--- src/rtl/slab_reduce.sv ---
// slab_reduce: sequences one shared less_than comparator to reduce slab times to t_entry/t_exit and a hit flag.
// Optional SLAB_REDUCE_EARLY_EXIT_EN skips the final comparison once the interval is known to be empty.
module slab_reduce #(
    parameter int WIDTH   = 36,
    parameter int CMP_LAT = 3
) (
    input  logic             clk,
    input  logic             rst,
    input  logic             in_valid,
    output logic             in_ready,
    input  logic [WIDTH:0]   tnear_x,
    input  logic [WIDTH:0]   tnear_y,
    input  logic [WIDTH:0]   tnear_z,
    input  logic [WIDTH:0]   tfar_x,
    input  logic [WIDTH:0]   tfar_y,
    input  logic [WIDTH:0]   tfar_z,
    output logic [WIDTH:0]   cmp_a,
    output logic [WIDTH:0]   cmp_b,
    input  logic             cmp_less,
    output logic             out_valid,
    input  logic             out_ready,
    output logic             hit,
    output logic [WIDTH:0]   t_entry,
    output logic [WIDTH:0]   t_exit
);
    localparam int WW = $clog2(CMP_LAT + 1);

    typedef enum logic [1:0] {IDLE, CMP, DONE} state_t;

    state_t state, state_nx;
    logic [WIDTH:0] nx, ny, nz, fx, fy, fz, tmin, tmax, ntmin, ntmax, na, nb;
    logic [2:0] step;
    logic [WW-1:0] wcnt;
    logic c4, c5, accept, last, fin, skip;

    always_ff @(posedge clk)
        if (rst) state <= IDLE;
        else state <= state_nx;

    always_comb begin
        state_nx = state == IDLE ? (accept ? CMP : IDLE) :
                   state == CMP  ? (fin ? DONE : CMP) :
                                   (out_ready ? IDLE : DONE);
    end

    always_comb begin
        in_ready = (state == IDLE) & ~rst;
    end

    // step 6 is a one-cycle finish slot that publishes the reduced results
    always_comb begin
        accept = in_valid & in_ready;
        last   = (state == CMP) && (step <= 3'd5) && (wcnt == WW'(CMP_LAT));
        fin    = (state == CMP) && (step == 3'd6);
`ifdef SLAB_REDUCE_EARLY_EXIT_EN
        skip   = (step == 3'd4) && !cmp_less;
`else
        skip   = 1'b0;
`endif
        ntmin  = step == 3'd0 ? (cmp_less ? ny : nx) :
                 step == 3'd1 ? (cmp_less ? nz : tmin) : tmin;
        ntmax  = step == 3'd2 ? (cmp_less ? fx : fy) :
                 step == 3'd3 ? (cmp_less ? fz : tmax) : tmax;
        na     = step == 3'd0 ? ntmin :
                 step == 3'd1 ? fx :
                 step == 3'd2 ? fz :
                 step == 3'd3 ? tmin :
                 step == 3'd4 ? '0 : cmp_a;
        nb     = step == 3'd0 ? nz :
                 step == 3'd1 ? fy :
                 step == 3'd2 ? ntmax :
                 step == 3'd3 ? ntmax :
                 step == 3'd4 ? tmax : cmp_b;
    end

    always_ff @(posedge clk) begin
        if (rst) begin
            {nx, ny, nz, fx, fy, fz} <= '0;
            {tmin, tmax, cmp_a, cmp_b, t_entry, t_exit} <= '0;
            {c4, c5, hit, out_valid} <= '0;
            step <= '0;
            wcnt <= '0;
        end else begin
            if (accept) begin
                {nx, ny, nz} <= {tnear_x, tnear_y, tnear_z};
                {fx, fy, fz} <= {tfar_x, tfar_y, tfar_z};
                cmp_a <= tnear_x;
                cmp_b <= tnear_y;
                step <= '0;
                wcnt <= '0;
            end
            if (state == CMP && step != 3'd6) begin
                wcnt <= last ? '0 : wcnt + WW'(1);
                if (last) begin
                    tmin  <= ntmin;
                    tmax  <= ntmax;
                    cmp_a <= na;
                    cmp_b <= nb;
                    step  <= skip ? 3'd6 : step + 3'd1;
                    if (step == 3'd4) c4 <= cmp_less;
                    if (step == 3'd5) c5 <= cmp_less;
                end
            end
            if (fin) begin
                hit       <= c4 & c5;
                t_entry   <= tmin;
                t_exit    <= tmax;
                out_valid <= 1'b1;
            end
            if (state == DONE && out_ready) out_valid <= 1'b0;
        end
    end
endmodule

--- config.mk ---
export PLATFORM = sky130hd
export DESIGN_NAME = slab_reduce
export DESIGN_NICKNAME = d
export VERILOG_FILES = /design/src/rtl/slab_reduce.sv
export SDC_FILE = /design/constraint.sdc
export NUM_CORES = 1
export LEC_CHECK = 0
export ABC_AREA = 1
export CAP_MARGIN = 25
export CORE_ASPECT_RATIO = 1.5
export CORE_MARGIN = 1.5
export CORE_UTILIZATION = 50
export DETAILED_ROUTE_END_ITERATION = 10
export GPL_ROUTABILITY_DRIVEN = 0
export GPL_TIMING_DRIVEN = 0
export PLACE_DENSITY_LB_ADDON = 0.1
export SYNTH_ARGS = -nofsm -noshare
export SYNTH_HDL_FRONTEND = slang
export SYNTH_SLANG_ARGS = --single-unit
export TNS_END_PERCENT = 1
--- constraint.sdc ---
create_clock -name clk -period 5.3 [get_ports clk]
set_input_delay 0.53 -clock clk [delete_from_list [all_inputs] [get_ports clk]]
set_output_delay 0.53 -clock clk [all_outputs]
set_load 0.1 [all_outputs]
* Word-level counts from Yosys, hierarchy flattened *
Index checks and enable logic that the tools add are counted.

word-level totals
  word-level logic and storage cells = 84
  bits in registers = 455
  input port bits = 227

operators by class
  $add $sub $neg = 2
  eq/ne operators = 11
  bitwise operators = 4
  magnitude comparators = 1
  mux-type cells = 35
  reductions and logical operators = 12

operators by type and width
  operator               count
  $mux W37               24
  $mux W2                7
  $eq A3 B3 Y1 const B   3
  $mux W3                3
  $ne A7 B7 Y1 const B   1
  $eq A3 B2 Y1 const B   2
  $reduce_and A3 Y1      2
  $logic_and A1 B1 Y1    5
  $eq A2 B2 Y1 const B   2
  $add A3 B1 Y3 const B  1
  $and A1 B1 Y1          3
  $eq A3 B1 Y1 const B   1
  $le A3 B3 Y1 const B   1
  $logic_not A3 Y1       1
  $ne A3 B3 Y1 const B   1
  $add A2 B1 Y2 const B  1
  $eq A2 B1 Y1 const B   1
  $logic_not A2 Y1       1
  $reduce_and A2 Y1      1
  $reduce_bool A2 Y1     1
  $reduce_or A2 Y1       1
  $mux W1                1
  $not A1 Y1             1

* Longest topological paths before layout *
  depth in word-level cells = 9
  mapped depth = 12
  gate-level depth less buffers = 10

* Worst setup path before layout *
OpenSTA, ideal clock, no wires.

  kind = input to output
  from = in rst
  to = out in_ready
  stages on the path = 3
  required time = 4.770 ns
  arrival = 2.995 ns
  setup slack = 1.775 ns
  path through = clkbuf_1 > clkbuf_1 > nor3_1

between the ends
  longest elaborated chain between the ends = 2

RTL lines
  item           RTL line  text
  from (decl)    8         input logic rst,
  $not A1 Y1     47        in_ready = (state == IDLE) & ~rst;
  $and A1 B1 Y1  47
  to (decl)      10        output logic in_ready,

No other way between the ends.

* Final worst setup path *
Same ends and word-level chain as after synthesis.

==> impl_summary.txt <==
----------------------------------------------------
[Pwr]
  Leakage power ... 12.0 nW
  Max rail drop VDD ... 0.197 mV
  Pwr/cell area ... 287 nW/um2

[STA]
  Timing-limited maximum frequency ... 242 MHz
  Final max-slew violation count ... 0
  Share of the cycle needed by the critical path after routing ... 0.781
  Worst clock skew ... about 0.017 ns
  Worst-Margin Slew ... about 1.2 ns
  Hold violation total from the final report ... 0
  Final setup violating endpoints ... 0
  Setup_tns ... 0 ns
  Final min period ... around 4.1 ns
  Hold Slack ... 0.466 ns
  Worst relative slew slack ... 0.213
  Unrepaired setup endpoints after global routing ... no

[Routing]
  Length of the first detailed-routing pass in iterations ... 10
  Remaining antenna violation count after routing ... 0
  Routed via count divided by cell count ... 5.69
  Routed wirelength normalized by instance count ... 20.5 um
  Vias post-DR ... around 24,000
  DRC violation total after the first TritonRoute iteration ... 3,151
  Detailed Route WL ... 88.2 mm
  Number of design rule violations left after detail routing ... 0

[Clock network]
  Setup repair bufs after CTS ... 0
  TritonCTS clock tree ... built
  Level count of the clock H-tree ... 2
  Clock input transition at the sequential cells of the worst setup and hold paths ... 0.06 ns
  Post_cts resized ... 0
  CTS Buffer Depth ... 3
  Clock Sink Count ... 455
  Root buffer cell ... sky130_fd_sc_hd__clkbuf_16
  Later-pin clock latency in the skew report ... 0.57 ns
  Number of buffers created by CTS ... 44
  # hold bufs at CTS ... 0

[Setup path]
  Req. time, crit path ... 4.77 ns
  Flop-to-flop setup slack ... ~2.5 ns
  CP Capture Type ... output pin
  Worst Path Arrival ... 3.61 ns
  Critical setup path kind ... input port to output pin
  CP startpoint kind ... input port
  Maximum fanout along the worst path ... 10

[Flow run]
  Max Cap Violations ... 0

[Global routing]
  Pin count of the biggest net entering global routing ... 15
  Global-route wire length before repair ... 131 mm
  Grt total ovfl ... 0
  Via count of the first global-routing pass ... 23,200
  Initial antenna violation count ... 0
  Global-route usage over all layers ... 0.379

[Floorplan]
  Number of placed I/O pins ... 378
  Initial core utilization ... 0.507
  Core outline area ... 42,900 um2
  Cell Rows ... just over 90
  Overall die width ... ~170 um
  Die Footprint ... 44,900 um2
  Floorplan die height ... approximately 260 um

[Finish]
  Synth-to-layout area growth ... 27.2%
  Number of nets in the final layout ... between 3,000 and 4,000
  Total inserted antenna cells ... 0
  Fillers ... 3,897
  Highest-count cells in the layout ignoring fill and taps ... sky130_fd_sc_hd__nand2_1 (834), sky130_fd_sc_hd__dfxtp_1 (455), sky130_fd_sc_hd__a21oi_1 (414), sky130_fd_sc_hd__clkdlybuf4s50_1 (376), sky130_fd_sc_hd__o21ai_0 (336)
  Most common library cell in the layout ignoring fill and taps ... sky130_fd_sc_hd__nand2_1
  Layout cells sized above 1 ... 0.0439

[Worst hold path]
  Path type of the worst min-delay path ... flop to flop

[Yosys]
  Yosys warning total ... 0
  Mean area per synthesized cell ... around 6.6 um2
  Distinct cell type count of the synthesized netlist ... 23
  Post-synthesis cell area ... 21,800 um2
  Number of instances in the synthesized netlist ... 3,280
  Post-synthesis sequential area ratio ... 0.418
  Synthesized flop and latch total ... ~460
  Net count after synthesis ... between 3,000 and 4,000

[Placement]
  Half-perimeter wire length of the detailed placement result ... 70.0 mm
  Port-buffer cells ... 376

[Outcome]
  Outcome ... finished clean

----------------------------------------------------
==> registers in the layout, indices dropped and copies added (netlist names) <==
signal	cells
t_entry	37
out_valid	1
step	3
fy	37
nz	37
state	2
cmp_b	37
tmin	37
ny	37
c5	1
fx	37
cmp_a	37
hit	1
tmax	37
t_exit	37
nx	37
c4	1
fz	37
wcnt	2
==> cell families after synthesis <==
group	count (synthesis)	synth area share
buffers and inverters	542	0.0988
AND/OR/NAND/NOR	1449	0.281
adder cells (fa/ha/maj)	6	0.00345
flip-flops	455	0.418
AO/OA/AOI/OAI	828	0.199
==> cell type report <==
class | count | area (um2) | area share
well taps | 570 | 713 | 0.0257
multi-input cells | 2283 | 10500 | 0.380
repair buffers | 376 | 3760 | 0.136
flip-flops and latches | 455 | 9110 | 0.329
plain buffers | 268 | 1120 | 0.0406
clock buffers | 70 | 1350 | 0.0487
clock inverters | 7 | 110 | 0.00397
inverters | 274 | 1030 | 0.0371
==> final timing paths <==
check | end | cells past startpoint | start
worst max register to register | t_entry[0] | 8 | step[0]
worst min register to register | ny[15] | 2 | ny[15]
worst min-delay path | ny[15] | 2 | ny[15]
worst max-delay path | in_ready | 5 | rst
==> cells in the mapped netlist <==
library cell | instances | area [um2]
sky130_fd_sc_hd__a2111oi_0 | 1 | 8.76
sky130_fd_sc_hd__a211oi_1 | 38 | 285
sky130_fd_sc_hd__a21oi_1 | 414 | 2070
sky130_fd_sc_hd__buf_1 | 26 | 97.6
sky130_fd_sc_hd__buf_2 | 86 | 430
sky130_fd_sc_hd__buf_4 | 3 | 22.5
sky130_fd_sc_hd__clkbuf_1 | 153 | 574
sky130_fd_sc_hd__dfxtp_1 | 455 | 9110
sky130_fd_sc_hd__ha_1 | 6 | 75.1
sky130_fd_sc_hd__inv_1 | 270 | 1010
sky130_fd_sc_hd__inv_2 | 4 | 15.0
sky130_fd_sc_hd__nand2_1 | 834 | 3130
sky130_fd_sc_hd__nand2_2 | 3 | 18.8
sky130_fd_sc_hd__nand3_1 | 301 | 1510
sky130_fd_sc_hd__nand3_2 | 1 | 10.0
sky130_fd_sc_hd__nand3b_1 | 73 | 548
sky130_fd_sc_hd__nor2_1 | 233 | 875
sky130_fd_sc_hd__nor2_2 | 1 | 6.26
sky130_fd_sc_hd__nor3_1 | 2 | 10.0
sky130_fd_sc_hd__nor3_2 | 1 | 10.0
sky130_fd_sc_hd__o211ai_1 | 38 | 285
sky130_fd_sc_hd__o21ai_0 | 336 | 1680
sky130_fd_sc_hd__o21ai_1 | 1 | 5.00
==> layer usage <==
metal | vias to the layer above | GRT usage | part of all wire
li1 | 11500 | - | -
met1 | 11100 | 0.455 | 0.37
met2 | 1560 | 0.629 | 0.46
met3 | 309 | 0.0555 | 0.099
met4 | 0 | 0.258 | 0.075
met5 | - | 0 | 0
==> power breakdown <==
group          internal (mW)  switching (mW)  total, mW
clock network           1.88            1.38       3.26
registers               3.56          0.0839       3.65
logic                  0.365           0.684       1.05
total                   5.81            2.14       7.96
==> critical path, cell delays in order <==
cell	delay, ns
sky130_fd_sc_hd__clkdlybuf4s50_1	0.56
sky130_fd_sc_hd__clkbuf_1	0.66
sky130_fd_sc_hd__clkbuf_1	0.60
sky130_fd_sc_hd__nor3_1	0.23
sky130_fd_sc_hd__clkdlybuf4s50_1	1.02
==> per-stage QoR <==
| stage | std cells | instance area [um2] | worst slack, ns | power (mW) | utilization |
|---|---|---|---|---|---|
| CTS | 4303 | 27700 | 1.25 | 7.92 | 0.646 |
| global placement | 4226 | 26300 | 1.23 | 4.72 | 0.612 |
| detailed placement | 4226 | 26300 | 1.25 | 4.74 | 0.612 |
| floorplan | 3280 | 21800 | 1.77 | 4.31 | - |
| finish | 4303 | 27700 | 1.16 | 7.96 | 0.646 |
| global route | 4303 | 27700 | 1.20 | 8.14 | 0.646 |
Power figures use the tool's default switching activity.
